--- src/rtl/fn_arb_pkg.sv ---
// fn_arb_pkg
//   Shared constants, types and helpers for the two-requester logic-function
//   arbiter (fn_arbiter) and its two-stage datapath (fn_pipe).
//   The result type {f1, f2} depends on WIDTH. It is therefore declared inside
//   fn_arbiter, which owns the WIDTH parameter.
package fn_arb_pkg;

  localparam int unsigned NREQ    = 2;  // number of requesters
  localparam int unsigned MAX_OUT = 2;  // credits per requester (= response FIFO depth)

  typedef logic       id_t;   // requester index travelling with each operation
  typedef logic [1:0] cnt_t;  // credit / FIFO occupancy, 0..2

  // Turns a {valid, id} pair into a per-requester one-hot strobe.
  function automatic logic [NREQ-1:0] id_decode(input logic v, input id_t id);
    return {v & id, v & ~id};
  endfunction

endpackage

--- src/rtl/fn_arbiter_if.sv ---
// fn_arbiter_if
//   Bundles both requesters' operand handshakes and both response handshakes.
//   master : requester side (drives reqK_valid/a/b/c and rspK_ready)
//   slave  : arbiter side   (drives reqK_ready and rspK_valid/f1/f2)
interface fn_arbiter_if #(parameter int unsigned WIDTH = 1);

  logic             req0_valid, req0_ready;
  logic [WIDTH-1:0] req0_a, req0_b, req0_c;
  logic             req1_valid, req1_ready;
  logic [WIDTH-1:0] req1_a, req1_b, req1_c;
  logic             rsp0_valid, rsp0_ready;
  logic [WIDTH-1:0] rsp0_f1, rsp0_f2;
  logic             rsp1_valid, rsp1_ready;
  logic [WIDTH-1:0] rsp1_f1, rsp1_f2;

  modport master (
    output req0_valid, req0_a, req0_b, req0_c, rsp0_ready,
    output req1_valid, req1_a, req1_b, req1_c, rsp1_ready,
    input  req0_ready, rsp0_valid, rsp0_f1, rsp0_f2,
    input  req1_ready, rsp1_valid, rsp1_f1, rsp1_f2
  );

  modport slave (
    input  req0_valid, req0_a, req0_b, req0_c, rsp0_ready,
    input  req1_valid, req1_a, req1_b, req1_c, rsp1_ready,
    output req0_ready, rsp0_valid, rsp0_f1, rsp0_f2,
    output req1_ready, rsp1_valid, rsp1_f1, rsp1_f2
  );

endinterface

--- src/rtl/fn_arbiter_chk.sv ---
// fn_arbiter_chk
//   Property checker for fn_arbiter. It flags any response-FIFO write that
//   lands in a full FIFO without a read in the same cycle.
//   Ports: clk, rst_n, ovf (one flag per requester)
module fn_arbiter_chk
  import fn_arb_pkg::*;
(
  input logic            clk,
  input logic            rst_n,
  input logic [NREQ-1:0] ovf
);

  // Credits bound the in-flight plus buffered results at the FIFO depth, so this never fires.
  a_no_fifo_overflow: assert property (@(posedge clk) disable iff (!rst_n) ovf == {NREQ{1'b0}});

endmodule

--- src/rtl/fn_pipe.sv ---
// fn_pipe
//   Two-stage datapath: stage 1 registers f1 = a | b (plus c), stage 2
//   registers f1 and f2 = f1 & c. A valid bit and the requester id ride along.
//   There is no backpressure: upstream credits guarantee space downstream.
//   Ports: clk, rst_n (async, active-low)
//          in_v, in_id, in_a, in_b, in_c     issue side
//          out_v, out_id, out_f1, out_f2     stage-2 result
module fn_pipe
  import fn_arb_pkg::*;
#(
  parameter int unsigned WIDTH = 1
) (
  input  logic             clk,
  input  logic             rst_n,
  input  logic             in_v,
  input  id_t              in_id,
  input  logic [WIDTH-1:0] in_a,
  input  logic [WIDTH-1:0] in_b,
  input  logic [WIDTH-1:0] in_c,
  output logic             out_v,
  output id_t              out_id,
  output logic [WIDTH-1:0] out_f1,
  output logic [WIDTH-1:0] out_f2
);

  logic             s1_v_d, s1_v_q, s2_v_d, s2_v_q;
  id_t              s1_id_d, s1_id_q, s2_id_d, s2_id_q;
  logic [WIDTH-1:0] s1_f1_d, s1_f1_q, s1_c_d, s1_c_q;
  logic [WIDTH-1:0] s2_f1_d, s2_f1_q, s2_f2_d, s2_f2_q;

  // Next-state for both pipeline stages.
  always_comb begin
    s1_v_d  = in_v;
    s1_id_d = in_id;
    s1_f1_d = in_a | in_b;
    s1_c_d  = in_c;
    s2_v_d  = s1_v_q;
    s2_id_d = s1_id_q;
    s2_f1_d = s1_f1_q;
    s2_f2_d = s1_f1_q & s1_c_q;
  end

  // Pipeline registers; reset clears valids and data.
  always_ff @(posedge clk or negedge rst_n) begin
    if (!rst_n) begin
      s1_v_q  <= 1'b0;
      s1_id_q <= 1'b0;
      s1_f1_q <= {WIDTH{1'b0}};
      s1_c_q  <= {WIDTH{1'b0}};
      s2_v_q  <= 1'b0;
      s2_id_q <= 1'b0;
      s2_f1_q <= {WIDTH{1'b0}};
      s2_f2_q <= {WIDTH{1'b0}};
    end else begin
      s1_v_q  <= s1_v_d;
      s1_id_q <= s1_id_d;
      s1_f1_q <= s1_f1_d;
      s1_c_q  <= s1_c_d;
      s2_v_q  <= s2_v_d;
      s2_id_q <= s2_id_d;
      s2_f1_q <= s2_f1_d;
      s2_f2_q <= s2_f2_d;
    end
  end

  assign out_v  = s2_v_q;
  assign out_id = s2_id_q;
  assign out_f1 = s2_f1_q;
  assign out_f2 = s2_f2_q;

endmodule

--- src/rtl/fn_arbiter.sv ---
// fn_arbiter
//   Two-requester arbiter/sequencer for the f1 = a|b, f2 = f1&c pipeline.
//   Grants at most one operand triple per cycle into fn_pipe, then routes each
//   result into a 2-entry response FIFO for the requester that issued it.
//   Issue is credit-limited, so a FIFO can never overflow.
//   Ports: clk, rst_n (async, active-low), bus (fn_arbiter_if.slave)
//   Build option: FN_ARB_FIXED_PRIO_EN selects fixed priority, where requester 0
//   always wins and there is no pointer register. The default is round-robin.
module fn_arbiter
  import fn_arb_pkg::*;
#(
  parameter int unsigned WIDTH = 1
) (
  input logic         clk,
  input logic         rst_n,
  fn_arbiter_if.slave bus
);

  typedef struct packed {
    logic [WIDTH-1:0] f1;
    logic [WIDTH-1:0] f2;
  } rsp_t;

  logic [NREQ-1:0]  req_valid_s, rsp_ready_s, elig_s, acc_s, pop_s, wr_s, ovf_s;
  logic             gnt_v_s;
  id_t              gnt_id_s;
  logic [WIDTH-1:0] sel_a_s, sel_b_s, sel_c_s;
  logic             pipe_v_s;
  id_t              pipe_id_s;
  logic [WIDTH-1:0] pipe_f1_s, pipe_f2_s;
  rsp_t             wdata_s;

  cnt_t cnt_d [NREQ], cnt_q [NREQ];    // credits: in flight + buffered
  cnt_t fcnt_d[NREQ], fcnt_q[NREQ];    // FIFO occupancy
  rsp_t head_d[NREQ], head_q[NREQ];    // FIFO entry 0; always the oldest
  rsp_t tail_d[NREQ], tail_q[NREQ];    // FIFO entry 1

  assign req_valid_s = {bus.req1_valid, bus.req0_valid};
  assign rsp_ready_s = {bus.rsp1_ready, bus.rsp0_ready};

`ifndef FN_ARB_FIXED_PRIO_EN
  id_t ptr_d, ptr_q;  // requester that wins the next tie
`endif

  // Eligibility and grant selection.
  always_comb begin
    for (int k = 0; k < NREQ; k++) begin
      elig_s[k] = req_valid_s[k] && (cnt_q[k] < cnt_t'(MAX_OUT));
    end
    gnt_v_s  = |elig_s;
    gnt_id_s = 1'b0;
`ifdef FN_ARB_FIXED_PRIO_EN
    if (elig_s[0]) begin
      gnt_id_s = 1'b0;
    end else begin
      gnt_id_s = 1'b1;
    end
`else
    case (elig_s)
      2'b11:   gnt_id_s = ptr_q;
      2'b10:   gnt_id_s = 1'b1;
      2'b01:   gnt_id_s = 1'b0;
      default: gnt_id_s = 1'b0;
    endcase
    // The pointer moves past whoever was just granted.
    if (gnt_v_s) begin
      ptr_d = ~gnt_id_s;
    end else begin
      ptr_d = ptr_q;
    end
`endif
  end

  // Operand mux toward the pipeline.
  always_comb begin
    if (gnt_id_s) begin
      sel_a_s = bus.req1_a;
      sel_b_s = bus.req1_b;
      sel_c_s = bus.req1_c;
    end else begin
      sel_a_s = bus.req0_a;
      sel_b_s = bus.req0_b;
      sel_c_s = bus.req0_c;
    end
  end

  assign acc_s          = id_decode(gnt_v_s, gnt_id_s);
  assign bus.req0_ready = acc_s[0];
  assign bus.req1_ready = acc_s[1];

  fn_pipe #(.WIDTH(WIDTH)) u_pipe (
    .clk    (clk),
    .rst_n  (rst_n),
    .in_v   (gnt_v_s),
    .in_id  (gnt_id_s),
    .in_a   (sel_a_s),
    .in_b   (sel_b_s),
    .in_c   (sel_c_s),
    .out_v  (pipe_v_s),
    .out_id (pipe_id_s),
    .out_f1 (pipe_f1_s),
    .out_f2 (pipe_f2_s)
  );

  assign wr_s       = id_decode(pipe_v_s, pipe_id_s);
  assign wdata_s.f1 = pipe_f1_s;
  assign wdata_s.f2 = pipe_f2_s;

  // Credit counters and response FIFOs. A read is applied before a write, so a full FIFO may read and write in one cycle.
  always_comb begin
    for (int k = 0; k < NREQ; k++) begin
      pop_s[k]  = (fcnt_q[k] != 2'd0) && rsp_ready_s[k];
      ovf_s[k]  = wr_s[k] && (fcnt_q[k] == 2'd2) && !pop_s[k];
      cnt_d[k]  = cnt_q[k];
      fcnt_d[k] = fcnt_q[k];
      head_d[k] = head_q[k];
      tail_d[k] = tail_q[k];
      case ({acc_s[k], pop_s[k]})
        2'b10:   cnt_d[k] = cnt_q[k] + 2'd1;
        2'b01:   cnt_d[k] = cnt_q[k] - 2'd1;
        default: cnt_d[k] = cnt_q[k];
      endcase
      // Case key: {occupancy, write, read}.
      case ({fcnt_q[k], wr_s[k], pop_s[k]})
        4'b00_10: begin head_d[k] = wdata_s; fcnt_d[k] = 2'd1; end
        4'b01_10: begin tail_d[k] = wdata_s; fcnt_d[k] = 2'd2; end
        4'b01_01: fcnt_d[k] = 2'd0;
        4'b01_11: head_d[k] = wdata_s;
        4'b10_01: begin head_d[k] = tail_q[k]; fcnt_d[k] = 2'd1; end
        4'b10_11: begin head_d[k] = tail_q[k]; tail_d[k] = wdata_s; end
        default:  fcnt_d[k] = fcnt_q[k];
      endcase
    end
  end

  // State registers; reset discards everything in flight or buffered.
  always_ff @(posedge clk or negedge rst_n) begin
    if (!rst_n) begin
      for (int k = 0; k < NREQ; k++) begin
        cnt_q[k]  <= 2'd0;
        fcnt_q[k] <= 2'd0;
        head_q[k] <= {(2 * WIDTH){1'b0}};
        tail_q[k] <= {(2 * WIDTH){1'b0}};
      end
`ifndef FN_ARB_FIXED_PRIO_EN
      ptr_q <= 1'b0;
`endif
    end else begin
      for (int k = 0; k < NREQ; k++) begin
        cnt_q[k]  <= cnt_d[k];
        fcnt_q[k] <= fcnt_d[k];
        head_q[k] <= head_d[k];
        tail_q[k] <= tail_d[k];
      end
`ifndef FN_ARB_FIXED_PRIO_EN
      ptr_q <= ptr_d;
`endif
    end
  end

  assign bus.rsp0_valid = (fcnt_q[0] != 2'd0);
  assign bus.rsp0_f1    = head_q[0].f1;
  assign bus.rsp0_f2    = head_q[0].f2;
  assign bus.rsp1_valid = (fcnt_q[1] != 2'd0);
  assign bus.rsp1_f1    = head_q[1].f1;
  assign bus.rsp1_f2    = head_q[1].f2;

  fn_arbiter_chk u_chk (
    .clk   (clk),
    .rst_n (rst_n),
    .ovf   (ovf_s)
  );

endmodule

--- src/flat_wrapper.sv ---
// flat-port wrapper written by rule: the top's interface ports become plain ports
module fn_arbiter_flat import fn_arb_pkg::*;
#(
  parameter int unsigned WIDTH = 1
)
  (clk, rst_n, bus_req0_valid, bus_req0_a, bus_req0_b, bus_req0_c, bus_rsp0_ready, bus_req1_valid, bus_req1_a, bus_req1_b, bus_req1_c, bus_rsp1_ready, bus_req0_ready, bus_rsp0_valid, bus_rsp0_f1, bus_rsp0_f2, bus_req1_ready, bus_rsp1_valid, bus_rsp1_f1, bus_rsp1_f2);
  fn_arbiter_if #(.WIDTH(WIDTH)) bus_i ();
  input logic clk;
  input logic rst_n;
  input wire logic [$bits(bus_i.req0_valid)-1:0] bus_req0_valid;
  input wire logic [$bits(bus_i.req0_a)-1:0] bus_req0_a;
  input wire logic [$bits(bus_i.req0_b)-1:0] bus_req0_b;
  input wire logic [$bits(bus_i.req0_c)-1:0] bus_req0_c;
  input wire logic [$bits(bus_i.rsp0_ready)-1:0] bus_rsp0_ready;
  input wire logic [$bits(bus_i.req1_valid)-1:0] bus_req1_valid;
  input wire logic [$bits(bus_i.req1_a)-1:0] bus_req1_a;
  input wire logic [$bits(bus_i.req1_b)-1:0] bus_req1_b;
  input wire logic [$bits(bus_i.req1_c)-1:0] bus_req1_c;
  input wire logic [$bits(bus_i.rsp1_ready)-1:0] bus_rsp1_ready;
  output wire logic [$bits(bus_i.req0_ready)-1:0] bus_req0_ready;
  output wire logic [$bits(bus_i.rsp0_valid)-1:0] bus_rsp0_valid;
  output wire logic [$bits(bus_i.rsp0_f1)-1:0] bus_rsp0_f1;
  output wire logic [$bits(bus_i.rsp0_f2)-1:0] bus_rsp0_f2;
  output wire logic [$bits(bus_i.req1_ready)-1:0] bus_req1_ready;
  output wire logic [$bits(bus_i.rsp1_valid)-1:0] bus_rsp1_valid;
  output wire logic [$bits(bus_i.rsp1_f1)-1:0] bus_rsp1_f1;
  output wire logic [$bits(bus_i.rsp1_f2)-1:0] bus_rsp1_f2;
  assign bus_i.req0_valid = bus_req0_valid;
  assign bus_i.req0_a = bus_req0_a;
  assign bus_i.req0_b = bus_req0_b;
  assign bus_i.req0_c = bus_req0_c;
  assign bus_i.rsp0_ready = bus_rsp0_ready;
  assign bus_i.req1_valid = bus_req1_valid;
  assign bus_i.req1_a = bus_req1_a;
  assign bus_i.req1_b = bus_req1_b;
  assign bus_i.req1_c = bus_req1_c;
  assign bus_i.rsp1_ready = bus_rsp1_ready;
  assign bus_req0_ready = bus_i.req0_ready;
  assign bus_rsp0_valid = bus_i.rsp0_valid;
  assign bus_rsp0_f1 = bus_i.rsp0_f1;
  assign bus_rsp0_f2 = bus_i.rsp0_f2;
  assign bus_req1_ready = bus_i.req1_ready;
  assign bus_rsp1_valid = bus_i.rsp1_valid;
  assign bus_rsp1_f1 = bus_i.rsp1_f1;
  assign bus_rsp1_f2 = bus_i.rsp1_f2;
  fn_arbiter #(.WIDTH(WIDTH)) u_core (.clk(clk), .rst_n(rst_n), .bus(bus_i));
endmodule
--- config.mk ---
export PLATFORM = sky130hd
export DESIGN_NAME = fn_arbiter_flat
export DESIGN_NICKNAME = d
export VERILOG_FILES = /design/src/rtl/fn_arb_pkg.sv /design/src/rtl/fn_arbiter_if.sv /design/src/rtl/fn_arbiter_chk.sv /design/src/rtl/fn_pipe.sv /design/src/rtl/fn_arbiter.sv /design/src/flat_wrapper.sv
export SDC_FILE = /design/constraint.sdc
export NUM_CORES = 1
export LEC_CHECK = 0
export ABC_AREA = 1
export CAP_MARGIN = 40
export CORE_MARGIN = 3
export CORE_UTILIZATION = 29
export CTS_CLUSTER_SIZE = 10
export DETAILED_ROUTE_END_ITERATION = 8
export DONT_BUFFER_PORTS = 1
export GPL_ROUTABILITY_DRIVEN = 0
export HOLD_SLACK_MARGIN = 0.12
export PLACE_DENSITY_LB_ADDON = 0.08
export SYNTH_ARGS = -nofsm -noshare
export SYNTH_HDL_FRONTEND = slang
export SYNTH_SLANG_ARGS = --single-unit
--- constraint.sdc ---
create_clock -name clk -period 2.25 [get_ports clk]
set_clock_uncertainty 0.05 [all_clocks]
set_input_delay 0.45 -clock clk [delete_from_list [all_inputs] [get_ports clk]]
set_output_delay 0.45 -clock clk [all_outputs]
set_load 0.01 [all_outputs]
# --- Word level (Yosys, flattened, before mapping) ---
# Cells that the tools add are included.
word_totals:
  output_inout_bits: 8
  register_bits: 25
  latchBits: 0
  rom_bits: 0
  mem_bits_rw: 0
  mem_count: 0
  wordCells: 84
op_classes:
  muxes: 10
  multipliers: 0
  div_mod_pow: 0
  add_sub_neg: 4
  order_cmp: 2
  eq_ne: 18
  n_reduce_logical: 21
  n_bitwise: 8
  shifts: 0
ops:
  columns: ["cell", "n"]
  rows:
  - ["4-bit by 3-bit == test with 1-bit output (second input constant)", 6]
  - ["2-bit OR reduction", 9]
  - ["4-bit == test (second input constant)", 4]
  - ["2-bit one-hot mux with 2 select lines", 4]
  - ["2-bit one-hot mux with 3 select lines", 2]
  - ["2-bit nonzero test", 6]
  - ["2-bit == test (second input constant)", 4]
  - ["4-bit by 2-bit == test with 1-bit output (second input constant)", 2]
  - ["3-bit nonzero test", 2]
  - ["1-bit bitwise AND", 5]
  - ["2-bit by 1-bit adder with 2-bit output (second input constant)", 2]
  - ["2-bit by 1-bit == test with 1-bit output (second input constant)", 2]
  - ["1-bit logical AND", 4]
  - ["2-bit < comparator (second input constant)", 2]
  - ["2-bit by 1-bit subtractor with 2-bit output (second input constant)", 2]
  - ["1-bit 2-to-1 mux", 3]
  - ["1-bit inverter", 2]
  - ["1-bit one-hot mux with 2 select lines", 1]
  - ["1-bit bitwise OR", 1]

# --- Longest topological paths before layout ---
# Gate-level depths: netlist of run 1.
depth:
  depth_word: 8
  ltp_mapped: 9

# --- Hierarchy ---
# Synthesis of run 1 repeated with hierarchy kept, for this count alone.
unflattened:
  cells_unflattened: 152
  hier_area_um2: 1238.7
modules_own_cells:
  columns: ["module", "cells_per_inst", "area_per_inst_um2", "seq_area_each_um2", "n_inst"]
  rows:
  - ["fn_arbiter", 139, 1019.7, 425.4, 1]
  - ["fn_pipe", 13, 219.0, 200.2, 1]

# --- Worst setup path after synthesis of run 1 ---
# No wires, ideal clock.
synth_path:
  path_kind: "input port to flip-flop"
  from: "input port bus_req0_valid"
  to: "register u_core.cnt_q[3] (netlist name)"
  slack_ns: 0.635
  n_path_buf: 0
  path_stages: 9
  arrival_time_ns: 1.443
  setup_ns: 0.122
  required_time_ns: 2.078
  path_cell_list: "inv_1 nor2_2 nand2_1 nand2_2 nand2_1 ha_1 a21oi_1 nand2_1 xnor2_1"
synth_via:
  elab_chain_cells: 7
synth_lines:
  columns: ["item", "line", "text"]
  rows:
  - ["from (decl)", "flat_wrapper.sv:10", "input wire logic [$bits(bus_i.req0_valid)-1:0] bus_req0_valid;"]
  - ["1-bit logical AND (*)", "fn_arbiter.sv:48", "elig_s[k] = req_valid_s[k] && (cnt_q[k] < cnt_t'(MAX_OUT));"]
  - ["2-bit == test", "fn_arbiter.sv:59", "case (elig_s)"]
  - ["1-bit one-hot mux with 2 select lines", "fn_arbiter.sv:59", null]
  - ["1-bit inverter", "fn_arb_pkg.sv:16", "return {v & id, v & ~id};"]
  - ["1-bit bitwise AND (*)", "fn_arb_pkg.sv:16", null]
  - ["2-bit by 1-bit == test with 1-bit output / 2-bit == test (equally long branches)", "fn_arbiter.sv:118", "case ({acc_s[k], pop_s[k]})"]
  - ["2-bit one-hot mux with 2 select lines / 2-bit nonzero test (equally long branches)", null, null]
  - ["to (signal, indexed assignment)", "fn_arbiter.sv:150", "cnt_q[k] <= cnt_d[k];"]
  - ["to (decl)", "fn_arbiter.sv:33", "cnt_t cnt_d [NREQ], cnt_q [NREQ];"]
# Mark *: on every way between the ends. The rest lies on a longest branch, timed or not.
# A chain may end at the register's enable or synchronous reset.

# --- Worst setup path in the final report of run 1 ---
layout_path:
  from: "register u_core.cnt_q[3] (netlist name)"
  to: "output port bus_req0_ready"
layout_via:
  elab_chain_cells: 6
layout_lines:
  columns: ["item", "line", "text"]
  rows:
  - ["2-bit < comparator (*)", "fn_arbiter.sv:48", null]
  - ["1-bit logical AND (*)", "fn_arbiter.sv:48", null]
  - ["2-bit == test", "fn_arbiter.sv:59", null]
  - ["1-bit one-hot mux with 2 select lines", "fn_arbiter.sv:59", null]
  - ["1-bit inverter", "fn_arb_pkg.sv:16", null]
  - ["1-bit bitwise AND (*)", "fn_arb_pkg.sv:16", null]
  - ["to (decl)", "flat_wrapper.sv:20", "output wire logic [$bits(bus_i.req0_ready)-1:0] bus_req0_ready;"]
# Marks and branches as above.

==> summary by stage, run 1 <==
Timing
The worst pin sits at a relative slew slack of about four fifths. The final critical-path share of the clock period is 78.57%. The maximum achievable frequency is approximately 570 MHz. For the final routed database, the setup TNS stands at 0 ps. The count of final hold-check violations was 0. The final period demand of the worst path is roughly 1800 ps. The transition time at the pin with the least slew margin is around 270 ps.

The final-report setup violation count is 0. Setup repair after global routing left no endpoint under its margin. The count of pins over their slew limit is 0.

Hold path
The classification of the worst-slack hold path is input pin to flip-flop. The instance count along the most critical hold path is 2. In this run the most critical hold path is launched from bus_req1_c. The end point of the most critical hold path is u_core.u_pipe.s1_c_q$_DFF_PN0_.

Setup path
The startpoint of the lowest-slack register-to-register path is u_core.cnt_q[3]$_DFFE_PN0P_. STA puts the critical path data required time at approximately 1800 ps. For the worst setup path, the data arrival time is about 1300 ps. The endpoint type of the worst setup path is a primary output. The reg2reg setup slack is around 570 ps. The endpoint of the lowest-slack register-to-register path is u_core.cnt_q[3]$_DFFE_PN0P_. In this run the worst path has a maximum fanout of 7.

The sort of element at the start of the critical path is a flip-flop. The critical path is of the flip-flop to primary output type. The logic depth of the worst register-to-register path is 8.

Layout
The final net count is roughly 170. The number of antenna cells inserted is 0. The final cell area excluding filler cells is ~1400 um^2. After filler insertion, the fill cell instance count of the layout stands at roughly 450.

The area growth from synthesis to layout is 10.38%. The largest registers in the layout are u_core.cnt_q (4), u_core.fcnt_q (4), u_core.tail_q (4). Of the cells placed in the final design, the portion with a size suffix greater than 1 is around 15%.

Synthesis
Synthesis produced a netlist whose cell count is 152. The number of distinct standard cells referenced by the synthesized netlist is 19. Dividing the synthesized area by the synthesized cell count gives around 8.2 um^2.

The total nets after synthesis is 166. The post-synth design cell area is between 1000 and 1500 um^2. The sequential element share of the synthesized area is 50.40%. The register bit total from synthesis is 25. Yosys printed 0 warnings.

Pwr
For this design the static power due to leakage is slightly above 0.7 nW. The switching power summed over all nets is between 0.7 and 0.8 mW. The clock power share is between 15 and 20%.

VDD sags by at most between 400 and 500 uV. The power density normalized to cell area is between 1000 and 1500 nW/um^2. The sequential fraction of design power is 46.7%. The relative contribution of combinational cells to total power is approximately 38%.

The internal power of the cells is between 1 and 1.5 mW. In this run switching power makes up between 40 and 50% of total power.

Routing
In the routed design, unresolved DRC markers number 0. In this run, the number of DRC markers left after iteration 0 of detailed routing was 40. The routed layout has 948 vias. In the final routed layout, each cell accounts on average for 11.18 um. The final wirelength is roughly 2.3 mm. The remaining number of nets flagged by the antenna check after routing is 0. Dividing the detail-routed via count by the number of cells gives 4.602.

The count of TritonRoute iterations in the first routing pass is 4.

Floorplan
The die covers 5101 um^2. The x dimension of the die is 71.42 um. The chip height is 71.42 um. The starting utilization of the core area is between 30% and 40%. The number of rows created at floorplan is 23. In this run the standard cell core region covers just over 4000 um^2. In this run the count of I/O pins placed on the die edge is 20.

GRT
For this run, the total global-route usage over all layers was measured as approximately a tenth. The initial antenna violation count is 0. The first global-routing pass estimated 4.243 mm of wire.

The number of global-route vias before repair is just over 900. Entering global routing, the biggest net connects 26 pins. For this run the aggregate overflow at the end of global routing stands at 0.

Flow run
The number of maximum-capacitance violations is 0.

Clock tree
The number of post-CTS setup repair buffers is 0. The number of clock sinks is 25. The latest clock arrival within the worst-skew pair is about 270 ps. The number of buffers inserted by hold repair at cts is 2. Post-CTS repair changed the size of 0 cells. The maximum level of the CTS H-tree is 1. The clock transition at the registers of the reported paths is 90 ps. The tree is rooted in a clkbuf_8. The number of buffers created by CTS is 3. In this run the deepest clock path goes through 2 buffers.

The clock tree from TritonCTS is yes.

Placed design
Port buffering added 0 buffers. The post-placement cell area is between 1000 and 1500 um^2. Detailed placement finished with a half-perimeter wire length of roughly 1.7 mm.

Status
The flow ran to the end, and the final reports show no timing, DRC or antenna violations.
-- critical path, stage by stage, from the launching register on --
cell and delay (ps):
dfrtp_1 420, nor2_2 150, nand2_1 100, nand2_2 130, nand2_1 90, inv_1 120
-- Yosys cell counts, drive strengths merged --
cell	count	area (um^2)
dfrtp	25	625.6
nand3b	1	7.510
ha	2	25.02
inv	22	82.58
nor2	13	63.82
or2	2	12.51
xnor2	4	35.03
buf	2	12.51
a21oi	2	10.01
nand4	4	25.02
o211ai	3	22.52
nand3	16	100.1
nand2	51	193.9
o21ai	5	25.02
-- metal layers --
metal | vias up | global-route usage, % | share of wire [%]
met4 | 0 | 3.549 | 1.0
li1 | 485 | - | -
met5 | - | 0 | 0
met1 | 436 | 13.50 | 49
met3 | 2 | 3.506 | 5.7
met2 | 25 | 16.33 | 44
-- kinds of logic after synthesis --
logic type                 after synthesis  share of synthesized area (%)
DFF                                     25                          50.40
xor gates and xnor gates                 4                          2.822
and+or+nand+nor                         87                          32.46
AOI/OAI and AO/OA                       10                          4.637
adders and majority gates                2                          2.016
buffers and inverters                   24                          7.661
-- final cells by class --
| type | count | area [um^2] | area share (%) |
|---|---|---|---|
| inverter | 22 | 82.58 | 6.027 |
| multi-input combinational | 103 | 520.5 | 37.99 |
| sequential | 25 | 625.6 | 45.66 |
| timing repair buffer | 2 | 30.03 | 2.192 |
| clock inverter | 1 | 7.507 | 0.5479 |
| tap | 50 | 62.56 | 4.566 |
| clock buffer | 3 | 41.29 | 3.014 |
-- worst max path at each step --
stage,startpoint,end,slack [ps]
after floorplan,bus_req0_valid,u_core.cnt_q[3]$_DFFE_PN0P_,630
after global placement,bus_req0_valid,u_core.cnt_q[3]$_DFFE_PN0P_,560
after detailed placement,bus_req0_valid,u_core.cnt_q[3]$_DFFE_PN0P_,490
after CTS,u_core.cnt_q[3]$_DFFE_PN0P_,bus_req0_ready,440
after global routing,u_core.cnt_q[3]$_DFFE_PN0P_,bus_req0_ready,370
final,u_core.cnt_q[3]$_DFFE_PN0P_,bus_req0_ready,480
-- through the flow --
stage / setup WS [ps] / utilization, % / power (mW) / hold WS [ps] / cells
5_1_grt: 372.3 / 33.77 / 1.942 / 242.7 / 206
3_5_place_dp: 490.0 / 31.82 / 1.488 / 105.1 / 200
3_3_place_gp: 556.0 / 31.82 / 1.465 / 105.2 / 200
4_1_cts: 439.9 / 33.77 / 1.785 / 240.5 / 206
6_report: 482.1 / 33.77 / 1.753 / 250.0 / 206
2_1_floorplan: 634.5 / - / 1.349 / 104.4 / 152
-- cell usage in the layout (no fill, tap or decap), types with 4 or more instances in the layout --
master / count
nand3_2: 4
nor2_2: 6
nor2_1: 7
nand3_1: 12
xnor2_1: 4
o21ai_0: 5
inv_1: 17
dfrtp_1: 25
nand2_1: 50
inv_2: 5
nand4_1: 4
-- power by group through the flow --
stage / registers, mW / clock network [mW] / logic [mW]
floorplan: 0.786 / 0 / 0.563
global placement: 0.824 / 0 / 0.641
detailed placement: 0.830 / 0 / 0.658
CTS: 0.822 / 0.287 / 0.677
global route: 0.856 / 0.300 / 0.786
finish: 0.820 / 0.271 / 0.663
Note: power is estimated with default switching activity, not from simulation.
==> run 2, diff against run 1 <==
==> constraint.sdc (replaced) <==
create_clock -name clk -period 1.7 [get_ports clk]
set_clock_uncertainty 0.05 [all_clocks]
set_input_delay 0.34 -clock clk [delete_from_list [all_inputs] [get_ports clk]]
set_output_delay 0.34 -clock clk [all_outputs]
set_load 0.01 [all_outputs]
==> run 2 against run 1 <==
Clock-buffer cell count stayed put. Die area stayed put. Routed wire length is 0.30% lower. Utilization is 0.86 points higher. Critical path depth stayed put. Largest cell class unchanged. Largest power group unchanged.
==> summary by stage, run 2 (synthesized netlist as in run 1, its figures left out) <==
Layout
The layout overhead on the synthesized area is 13.21% (was 10.38%). The most common cell after layout, fill and taps aside is nand2_1 (unchanged). The final cell utilization of the core came to 34.63% (was 33.77%). The number of antenna cells inserted is 0 (unchanged).

Top library cells by usage in the layout, fill and taps aside: 49 x nand2_1, 25 x dfrtp_1, 16 x inv_1 (was 50 x nand2_1, 25 x dfrtp_1, 17 x inv_1). The footprint of the flip-flops and latches is 625.6 um^2 (unchanged). The final cell area excluding filler cells is 1405 um^2 (was 1370 um^2). The number of standard cells in the layout, taps in and fillers out is 208 (was 206). Leading registers by flop count: u_core.cnt_q (4), u_core.fcnt_q (4), u_core.tail_q (4) (unchanged). The share of layout cells above drive strength 1 was 17.72% (was 14.74%).

The final net count is 173 (was 171). The number of fillers in the final layout is 409 (was 446). The multi-input combinational cell area came to 538.0 um^2 (was 520.5 um^2).

GRT
The number of global-route vias before repair is 914 (was 922). The maximum number of pins on one net before global-route repair came to 26 (unchanged). The initial antenna violation count is 0 (unchanged). The global routing usage summed across all routing layers was 9.742% (was 10.43%).

The total global routing overflow is 0 (unchanged). The global-route wire length before repair is 3.953 mm (was 4.243 mm).

Floorplan
The x dimension of the die came to 71.42 um (unchanged). The die area was 5101 um^2 (unchanged). The number of placed I/O pins is 20 (unchanged).

The number of rows created at floorplan is 23 (unchanged). The placeable core region is 4058 um^2 (unchanged). The chip height is 71.42 um (unchanged). The starting utilization of the core area was 30.59% (unchanged).

Timing
The relative max-transition margin is 82.65% (was 81.56%). The post-layout worst setup margin is 111.7 ps (was 482.1 ps). The maximum achievable frequency is 629.6 MHz. The smallest hold slack came to 134.3 ps (was 250.0 ps). The sum of negative setup slack was 0 ps (unchanged). The transition time at the pin with the least slew margin is 257.5 ps (was 273.7 ps).

Counting I/O delays and the setup requirement, the final critical path takes ~1600 ps. The count of final hold-check violations is 0 (unchanged). The final-report setup violation count came to 0 (unchanged). Setup repair after global routing missed its margin: no (unchanged). The final critical-path share of the clock period is ~93%.

The count of pins over their slew limit is 0 (unchanged).

Routing
The total number of vias is 927 (was 948). The final wirelength is 2.297 mm (was 2.304 mm). The final routed wire length divided by cell count is 11.04 um (was 11.18 um). The remaining number of nets flagged by the antenna check after routing was 0 (unchanged). The DRC violation total after the first TritonRoute iteration is 29 (was 40). The number of remaining DRC errors is 0 (unchanged). The via density per instance was 4.457 (was 4.602). The count of TritonRoute iterations in the first routing pass is 4 (unchanged).

Setup path
The sort of element at the start of the critical path was a flip-flop (unchanged). The endpoint type of the worst setup path is a primary output (unchanged). The data arrival time of the critical path is 1200 ps (was 1270 ps). The cell with the largest stage delay on the worst path is dfrtp_1 (unchanged). The worst path required time is 1310 ps (was 1750 ps). The path type of the worst setup path is flip-flop to primary output (unchanged). The largest fanout on the critical path is 4 (was 7). Sequence of cells on the critical path: nor2_2 > nand2_1 > nand2_2 > buf_4 > inv_1 (was nor2_2 > nand2_1 > nand2_2 > nand2_1 > inv_1).

The highest cell delay on the worst timing path is 410 ps (was 420 ps).

Placed design
The detailed placement HPWL is 1.690 mm (was 1.730 mm). The placed instance count came to 201 (was 200). The pre-CTS setup slack is 60.76 ps (was 490.0 ps). The quantity of I/O buffers inserted on ports came to 0 (unchanged).

The post-placement cell area is 1299 um^2 (was 1291 um^2).

Clock tree
The clock transition at the registers of the reported paths is 90 ps (about the same). The maximum number of buffers from clock root to sink was 2 (unchanged). The clock tree from TritonCTS was yes (unchanged). The maximum level of the CTS H-tree is 1 (unchanged). The number of buffers created by CTS is 3 (unchanged). The buffer cell driving the clock tree root was clkbuf_8 (unchanged).

The latest clock arrival within the worst-skew pair is 270 ps (about the same). The number of clock sinks was 25 (unchanged).

Flow run
The number of maximum-capacitance violations was 0 (unchanged).

Pwr
The post-route total power is 2.357 mW (was 1.753 mW). The power density normalized to cell area is 1677 nW/um^2 (was 1280 nW/um^2). The reported leakage power is 0.7261 nW (was 0.7189 nW).

The worst vdd rail ir drop is 679.9 uV (was 421.6 uV).

Status
Status: finished, final reports clean (unchanged).

Hold path
The classification of the worst-slack hold path is input pin to flip-flop (unchanged).
## run 2: worst paths after layout
path                       slack [ps]                            start                        endpoint  cells past startpoint
setup reg to reg                  130      u_core.cnt_q[1]$_DFFE_PN0P_     u_core.cnt_q[3]$_DFFE_PN0P_                      6
max in group asynchronous         990                            rst_n    u_core.tail_q[1]$_DFFE_PN0P_                      2
min in group asynchronous         460                            rst_n     u_core.cnt_q[2]$_DFFE_PN0P_                      2
hold reg to reg                   310  u_core.u_pipe.s1_id_q$_DFF_PN0_  u_core.u_pipe.out_id$_DFF_PN0_                      0
setup / recovery                  110      u_core.cnt_q[3]$_DFFE_PN0P_                  bus_req1_ready                      5
hold / removal                    130                       bus_req0_c  u_core.u_pipe.s1_c_q$_DFF_PN0_                      2
## run 2: final cells by class
type	count	share of cell area (%)
clock buffer	3	2.939
inverter	22	5.877
tap	50	4.452
clock inverter	1	0.5343
sequential	25	44.52
timing repair buffer	4	3.384
multi-input combinational	103	38.29
## run 2: power breakdown
| part | switching (mW) | internal, mW |
|---|---|---|
| sequential | 0.222 | 0.853 |
| combinational | 0.541 | 0.377 |
| clock | 0.196 | 0.166 |
## run 2: critical path: cells and delay by family, from the launching register on
kind	cells	cell delay, ps
flops	1	410
simple gates	3	310
buf+inv	2	200
## run 2: what timing repair did
| action | in CTS | in global routing |
|---|---|---|
| hold endpoints to repair | 26 | 0 |
| endpoints found under the setup margin | 0 | 3 |
| setup buffers | 0 | 0 |
| hold buffers | 3 | 0 |
| resized for setup | 0 | 4 |
## run 2: metal layers
| layer | track usage, % | part of all wire [%] | up-vias |
|---|---|---|---|
| met5 | 0 | 0 | - |
| met2 | 16.02 | 47 | 23 |
| li1 | - | - | 488 |
| met1 | 12.23 | 47 | 414 |
| met3 | 3.787 | 4.8 | 2 |
| met4 | 1.879 | 0.78 | 0 |
